**src/rtl/idx2d_pkg.sv**
```systemverilog
// Shared types and default widths for the 2-D raster index generator.
package idx2d_pkg;

    localparam int unsigned X_W_DEF = 6;
    localparam int unsigned Y_W_DEF = 6;

    typedef enum logic [1:0] {
        ST_IDLE = 2'd0,
        ST_RUN  = 2'd1,
        ST_DONE = 2'd2
    } state_e;

endpackage

```
**src/rtl/idx2d_scan_gen_axis_cnt.sv**
```systemverilog
// Single-axis index counter: latches its extent, clears, increments and
// wraps to zero when the index reaches extent-1.
module idx_axis_cnt #(
    parameter int unsigned W = 6
) (
    input  logic         clk_i,
    input  logic         rst_n_i,
    input  logic         clr_i,
    input  logic         ld_i,
    input  logic         inc_i,
    input  logic [W:0]   size_i,
    output logic [W-1:0] ind_o,
    output logic         at_lim_c
);

    logic [W-1:0] cnt_q, cnt_d;
    logic [W:0]   size_q, size_d;
    logic [W:0]   lim_c;

    // Limit compare runs one bit wider so an extent of 2^W wraps cleanly.
    always_comb begin
        size_d   = size_q;
        cnt_d    = cnt_q;
        lim_c    = size_q - (W+1)'(1);
        at_lim_c = ({1'b0, cnt_q} == lim_c);
        if (ld_i) begin
            size_d = size_i;
        end
        if (clr_i) begin
            cnt_d = '0;
        end else if (inc_i) begin
            cnt_d = at_lim_c ? '0 : cnt_q + W'(1);
        end
    end

    always_ff @(posedge clk_i or negedge rst_n_i) begin
        if (!rst_n_i) begin
            cnt_q  <= '0;
            size_q <= '0;
        end else begin
            cnt_q  <= cnt_d;
            size_q <= size_d;
        end
    end

    assign ind_o = cnt_q;

endmodule

```
**src/rtl/idx2d_scan_gen.sv**
```systemverilog
// Raster-order (x fastest) 2-D index generator with valid/ready handshake.
// Optional linear address output enabled by IDX2D_LIN_ADDR_EN.
module idx2d_scan_gen
    import idx2d_pkg::*;
#(
    parameter int unsigned X_W = X_W_DEF,
    parameter int unsigned Y_W = Y_W_DEF
) (
    input  logic           clk_i,
    input  logic           rst_n_i,
    input  logic           start_i,
    input  logic           abort_i,
    input  logic [X_W:0]   x_size_i,
    input  logic [Y_W:0]   y_size_i,
    input  logic           ready_i,
    output logic           valid_o,
    output logic [X_W-1:0] x_ind_o,
    output logic [Y_W-1:0] y_ind_o,
    output logic           last_o,
    output logic           busy_o,
    output logic           done_o
`ifdef IDX2D_LIN_ADDR_EN
    ,
    output logic [X_W+Y_W-1:0] lin_addr_o
`endif
);

    localparam int unsigned L_W = X_W + Y_W;

    state_e state_q, state_d;
    logic   valid_q, valid_d;
    logic   busy_q, busy_d;
    logic   done_q, done_d;
    logic   start_acc_c;
    logic   acc_c;
    logic   clr_c;
    logic   x_at_lim_c;
    logic   y_at_lim_c;

    // Next state and registered status; abort overrides every state.
    always_comb begin
        state_d     = state_q;
        start_acc_c = 1'b0;
        acc_c       = valid_q && ready_i;
        if (abort_i) begin
            state_d = ST_IDLE;
        end else begin
            case (state_q)
                ST_IDLE: begin
                    if (start_i) begin
                        start_acc_c = 1'b1;
                        if ((x_size_i == '0) || (y_size_i == '0)) begin
                            state_d = ST_DONE;
                        end else begin
                            state_d = ST_RUN;
                        end
                    end
                end
                ST_RUN: begin
                    if (acc_c && x_at_lim_c && y_at_lim_c) begin
                        state_d = ST_DONE;
                    end
                end
                ST_DONE: state_d = ST_IDLE;
                default: state_d = ST_IDLE;
            endcase
        end
        valid_d = (state_d == ST_RUN);
        busy_d  = (state_d != ST_IDLE);
        done_d  = (state_d == ST_DONE);
    end

    always_ff @(posedge clk_i or negedge rst_n_i) begin
        if (!rst_n_i) begin
            state_q <= ST_IDLE;
            valid_q <= 1'b0;
            busy_q  <= 1'b0;
            done_q  <= 1'b0;
        end else begin
            state_q <= state_d;
            valid_q <= valid_d;
            busy_q  <= busy_d;
            done_q  <= done_d;
        end
    end

    assign clr_c = start_acc_c || abort_i;

    idx_axis_cnt #(.W(X_W)) u_x_cnt (
        .clk_i    (clk_i),
        .rst_n_i  (rst_n_i),
        .clr_i    (clr_c),
        .ld_i     (start_acc_c),
        .inc_i    (acc_c),
        .size_i   (x_size_i),
        .ind_o    (x_ind_o),
        .at_lim_c (x_at_lim_c)
    );

    // y advances only when x wraps on an accepted beat.
    idx_axis_cnt #(.W(Y_W)) u_y_cnt (
        .clk_i    (clk_i),
        .rst_n_i  (rst_n_i),
        .clr_i    (clr_c),
        .ld_i     (start_acc_c),
        .inc_i    (acc_c && x_at_lim_c),
        .size_i   (y_size_i),
        .ind_o    (y_ind_o),
        .at_lim_c (y_at_lim_c)
    );

    assign valid_o = valid_q;
    assign busy_o  = busy_q;
    assign done_o  = done_q;
    assign last_o  = valid_q && x_at_lim_c && y_at_lim_c;

`ifdef IDX2D_LIN_ADDR_EN
    logic [L_W-1:0] lin_q, lin_d;

    // Raster order makes y*xs+x a plain beat counter.
    always_comb begin
        lin_d = lin_q;
        if (clr_c) begin
            lin_d = '0;
        end else if (acc_c) begin
            lin_d = lin_q + L_W'(1);
        end
    end

    always_ff @(posedge clk_i or negedge rst_n_i) begin
        if (!rst_n_i) begin
            lin_q <= '0;
        end else begin
            lin_q <= lin_d;
        end
    end

    assign lin_addr_o = lin_q;
`endif

endmodule

```
**config.mk**
```make
export PLATFORM = sky130hd
export DESIGN_NAME = idx2d_scan_gen
export DESIGN_NICKNAME = d
export VERILOG_FILES = /design/src/rtl/idx2d_pkg.sv /design/src/rtl/idx2d_scan_gen_axis_cnt.sv /design/src/rtl/idx2d_scan_gen.sv
export SDC_FILE = /design/constraint.sdc
export NUM_CORES = 1
export LEC_CHECK = 0
export CAP_MARGIN = 20
export CELL_PAD_IN_SITES_DETAIL_PLACEMENT = 0
export CELL_PAD_IN_SITES_GLOBAL_PLACEMENT = 2
export CORE_MARGIN = 1
export CORE_UTILIZATION = 32
export CTS_CLUSTER_SIZE = 40
export DETAILED_ROUTE_END_ITERATION = 10
export GPL_TIMING_DRIVEN = 0
export HOLD_SLACK_MARGIN = 0.03
export PLACE_DENSITY = 0.79
export REMOVE_ABC_BUFFERS = 1
export SLEW_MARGIN = 20
export SYNTH_ARGS = -nofsm -noshare
export SYNTH_HDL_FRONTEND = slang
export SYNTH_SLANG_ARGS = --single-unit
```
**constraint.sdc**
```tcl
create_clock -name clk_i -period 2.35 [get_ports clk_i]
set_input_delay 0.3525 -clock clk_i [delete_from_list [all_inputs] [get_ports clk_i]]
set_output_delay 0.3525 -clock clk_i [all_outputs]
set_load 0.01 [all_outputs]
```
# ---- Word-level counts from Yosys, hierarchy flattened
# Cells that the tools add are included.
# Widths: inputs -> output; s select.
dict set report totals {
  in_bits 19
  wordCells 44
  regBits 31
  out_inout_bits 16
}
dict set report op_classes {
  addsub 4
  n_mux 14
  n_eq_ne 5
  n_reduce_logical 13
}
# cell n
set op_table {}
lappend op_table {{$mux 6} 6}
lappend op_table {{$eq 6x7->1} 2}
lappend op_table {{$logic_not 7->1} 2}
lappend op_table {{$sub 7x1->7 const B} 2}
lappend op_table {{$add 6x1->6 const B} 2}
lappend op_table {{$mux 2} 4}
lappend op_table {{$reduce_bool 2->1} 3}
lappend op_table {{$logic_and 1x1->1} 5}
lappend op_table {{$eq 2x1->1 const B} 2}
lappend op_table {{$pmux 2 s2} 1}
lappend op_table {{$mux 1} 3}
lappend op_table {{$eq 2x2->1 const B} 1}
lappend op_table {{$logic_not 2->1} 1}
lappend op_table {{$logic_or 1x1->1} 2}

# ---- Depth between registers and ports, before layout
dict set report depth {
  word_depth 8
  depth_mapped 9
  ltp_nobuf 8
}

# ---- Modules after synthesis
# A second synthesis with hierarchy kept.
dict set report hier_totals {
  hier_cells 201
  area_unflattened_um2 2130.8
}
# mod cells_each seq_area_each_um2 n_inst area_per_inst_um2
set by_module_without_submodules {}
lappend by_module_without_submodules {idx_axis_cnt 88 325.3 2 928.4}
lappend by_module_without_submodules {idx2d_scan_gen 25 125.1 1 274.0}

# ---- Least setup slack after synthesis
# Ideal clock, no wire load.
dict set report synth_path {
  path_type {reg2out}
  startpoint {reg u_y_cnt.size_q[0]}
  endpoint {out last_o}
  t_required_ns 1.997
  stages_incl_launch_ff 9
  slack_ns 0.103
  path_buffers 1
  t_arrival_ns 1.894
  cell_sequence {dfrtp_1 inv_1 ha_1 xnor2_1 a211oi_1 o311ai_1 or3_1 buf_2 nor2_1}
}
dict set report synth_between {
  elab_chain_len 3
}
# item line
set synth_rtl {}
lappend synth_rtl {{from (decl)} idx2d_scan_gen_axis_cnt.sv:17} ;# logic [W:0] size_q, size_d;
lappend synth_rtl {{from (signal assigned)} idx2d_scan_gen_axis_cnt.sv:42} ;# size_q <= size_d;
lappend synth_rtl {{$sub 7x1->7} idx2d_scan_gen_axis_cnt.sv:24} ;# lim_c = size_q - (W+1)'(1);
lappend synth_rtl {{$eq 6x7->1} idx2d_scan_gen_axis_cnt.sv:25} ;# at_lim_c = ({1'b0, cnt_q} == lim_c);
lappend synth_rtl {{$logic_and 1x1->1} idx2d_scan_gen.sv:115} ;# assign last_o = valid_q && x_at_lim_c && y_at_lim_c;
lappend synth_rtl {{to (decl)} idx2d_scan_gen.sv:19} ;# output logic last_o,
# No other way between the ends.

# ---- Worst setup path in the final report
# Same ends and word-level chain as after synthesis.

==> flow_metrics.tcl <==
set metrics [dict create \
    final-hold-violation-count 0 \
    root_buffer "clkbuf_8" \
    r2r_start "u_x_cnt.size_q[1]" \
    chipWidth_um 78.4 \
    ir_worst_vdd_uv 196 \
    grt_max_degree 18 \
    antenna_cells 0 \
    grt_pass1_vias 1633 \
    rsz0062_at_grt "true" \
    drv_slew 0 \
    holdCritPathClass "in -> async" \
    finalClockSkew_ns 0.00452 \
    setup_ws_ns -0.118 \
    r2r_end "u_y_cnt.ind_o[4]" \
    fp.dieH_um 78.4 \
    layout_common_cells "clkdlybuf4s50_1 (32), dfrtp_1 (27), nand2_1 (15)" \
    cts_buffer_depth 2 \
    antenna_found_initial 0 \
    viasPerCell 5.21 \
    power.density_mw_per_mm2 595 \
    syn_area_mm2 0.00187 \
    start_util_pct 33.5 \
    start_kind "flop" \
    maxCapViolCount 0 \
    ios 35 \
    yosysUniqueCellTypes 53 \
    fin_crit_ns 2.47 \
    drcViolationCount 0 \
    placed_area_mm2 0.00233 \
    drive_above_1_share_pct 25.8 \
    syn_avg_cell_area_um2 10.1 \
    slowest_stage "dfrtp_2" \
    path_cells "buf_4, or2_2, nor4_4, nor4_2, or3_4, nor2_4, buf_6" \
    required_ns 2.00 \
    dp.final_hpwl_um 3330 \
    path_clk_slew_ns 0.07 \
    finalWirelength_um 4810 \
    syn_to_final_growth_pct 40.2 \
    violations "setup timing" \
    ys_seq_area_share_pct 41.6 \
    end_kind "output pin" \
    insertion_delay_ns 0.28 \
    final_nets 262 \
    fmax_ghz 0.405 \
    async_flop_share_pct 100 \
    path_class "reg -> out" \
    tritoncts "done" \
    synth_edf_count 0 \
    routabilityCongestion 0.757 \
    cp.arrival_ns 2.12 \
    coreArea_mm2 0.00557 \
    rrSetupSlack_ns 0.10 \
    dr.first_iter.drc_count 55 \
    num_vias 1625 \
    dieArea_mm2 0.00614 \
    worstSetupStartpoint "u_y_cnt.size_q[0]" \
    mostFrequentLayoutCell "clkdlybuf4s50_1" \
    leakage_nw 1.02 \
    slew_headroom_pct 54.6 \
    firstDrtPassIters 4 \
    r2r_cells 8 \
    htreeDepth 2 \
    final_area_mm2 0.00262 \
    grt_pass1_wl_um 7920 \
    ys_seq_elements 31 \
    max_stage_delay_ns 0.42 \
    setup_viol 1 \
    overflow 0 \
    outcome "finished with violations" \
    synth_cells 185 \
    yosysWarnings 0 \
    rows 27 \
    fin_crit_sh_pct 105 \
    ant_nets 0 \
    path_max_fanout 3 \
    wl_per_cell_um 15.4 \
    io_buffer_count 34 \
    hold_ws_ns 0.528 \
    synth_ff_type "dfrtp_1" \
    clock_sinks 31 \
    worstMarginPinSlew_ns 0.678 \
    grt_use_total_pct 16.8 \
    numCtsBuffers 5 \
]
## power by group
group | internal (W) | switching, W
sequential | 0.000588 | 0.0000583
clock | 0.000208 | 0.000198
combinational | 0.000259 | 0.000246
## what timing repair did
item | in CTS | in global routing
resized for setup | 22 | 5
pin swaps | 7 | 3
hold endpoints to repair | 14 | 0
buffers inserted | 12 | 1
hold buffers | 1 | 0
setup endpoints to repair | 8 | 13
## cells by family after synthesis
kind of cell,Yosys count,synth area share (%)
buffers and inverters,8,1.68
xor gates and xnor gates,17,7.98
AOI/OAI and AO/OA,38,14.1
and+or+nand+nor,77,25.9
muxes,10,6.03
DFF,31,41.6
adders and majority gates,4,2.68
## cell usage after synthesis (2+ instances only)
library cell / number / area, µm²
dfrtp_1: 31 / 776
nand2_1: 15 / 56.3
xnor2_1: 11 / 96.3
mux2_2: 10 / 113
nor2_1: 8 / 30.0
o21ai_0: 8 / 40.0
nand3_1: 7 / 35.0
nor3_1: 7 / 35.0
xor2_1: 6 / 52.6
inv_1: 5 / 18.8
o31ai_1: 5 / 37.5
a31oi_1: 4 / 25.0
a32oi_1: 4 / 35.0
ha_1: 4 / 50.1
nand2b_1: 4 / 25.0
nor4_1: 4 / 25.0
a21oi_1: 3 / 15.0
and2_1: 3 / 18.8
nand4_1: 3 / 18.8
or2_2: 3 / 18.8
a21boi_0: 2 / 15.0
clkbuf_1: 2 / 7.51
nand3b_1: 2 / 15.0
nor2b_1: 2 / 12.5
nor3b_1: 2 / 15.0
nor4b_2: 2 / 30.0
o21a_1: 2 / 15.0
## flip-flops by register name, indices dropped and copies added (netlist names)
signal,cells
busy_o,1
done_o,1
state_q,2
u_x_cnt.ind_o,6
u_x_cnt.size_q,7
u_y_cnt.ind_o,6
u_y_cnt.size_q,7
valid_o,1
## through the flow
step | power (W) | setup TNS, ns | worst slack (ns) | utilization [%] | std cells
final | 0.00156 | -0.118 | -0.118 | 47.0 | 312
after global routing | 0.00164 | -0.485 | -0.178 | 47.0 | 312
after CTS | 0.00153 | -0.0906 | -0.0906 | 46.2 | 311
after detailed placement | 0.00103 | -1.88 | -0.631 | 41.8 | 290
after global placement | 0.00102 | -9.44 | -0.676 | 41.0 | 288
after floorplan | 0.000909 | 0 | 0.129 | - | 182
## worst max-delay path, delay by kind of cell (launching register included)
family                 cells  cell delay, ns
DFF                        1            0.42
buffers and inverters      2            0.26
and+or+nand+nor            5            1.15
## routing by layer
| metal | routed length [µm] | up-vias | track usage, % |
|---|---|---|---|
| met5 | 0 | - | 0 |
| met4 | 69 | 0 | 4.44 |
| met3 | 173 | 7 | 3.84 |
| met2 | 2210 | 32 | 26.9 |
| met1 | 2360 | 783 | 22.7 |
| li1 | - | 803 | - |
## area by class of cell
cell class | count | area [µm²]
Inverter | 5 | 18.8
Sequential cell | 31 | 781
Clock inverter | 1 | 5.00
Fill cell | 544 | 2960
Timing Repair Buffer | 50 | 483
Tap cell | 72 | 90.1
Clock buffer | 7 | 76.3
Multi-Input combinational cell | 146 | 1160
## how the worst max path moves through the flow
stage,slack [ns],depth (start not counted),to
3_3_place_gp,-0.68,8,last_o
2_1_floorplan,0.13,7,last_o
5_1_grt,-0.18,7,last_o
4_1_cts,-0.09,8,last_o
6_report,-0.12,7,last_o
3_5_place_dp,-0.63,8,last_o
Note: power is estimated with default switching activity, not from simulation.
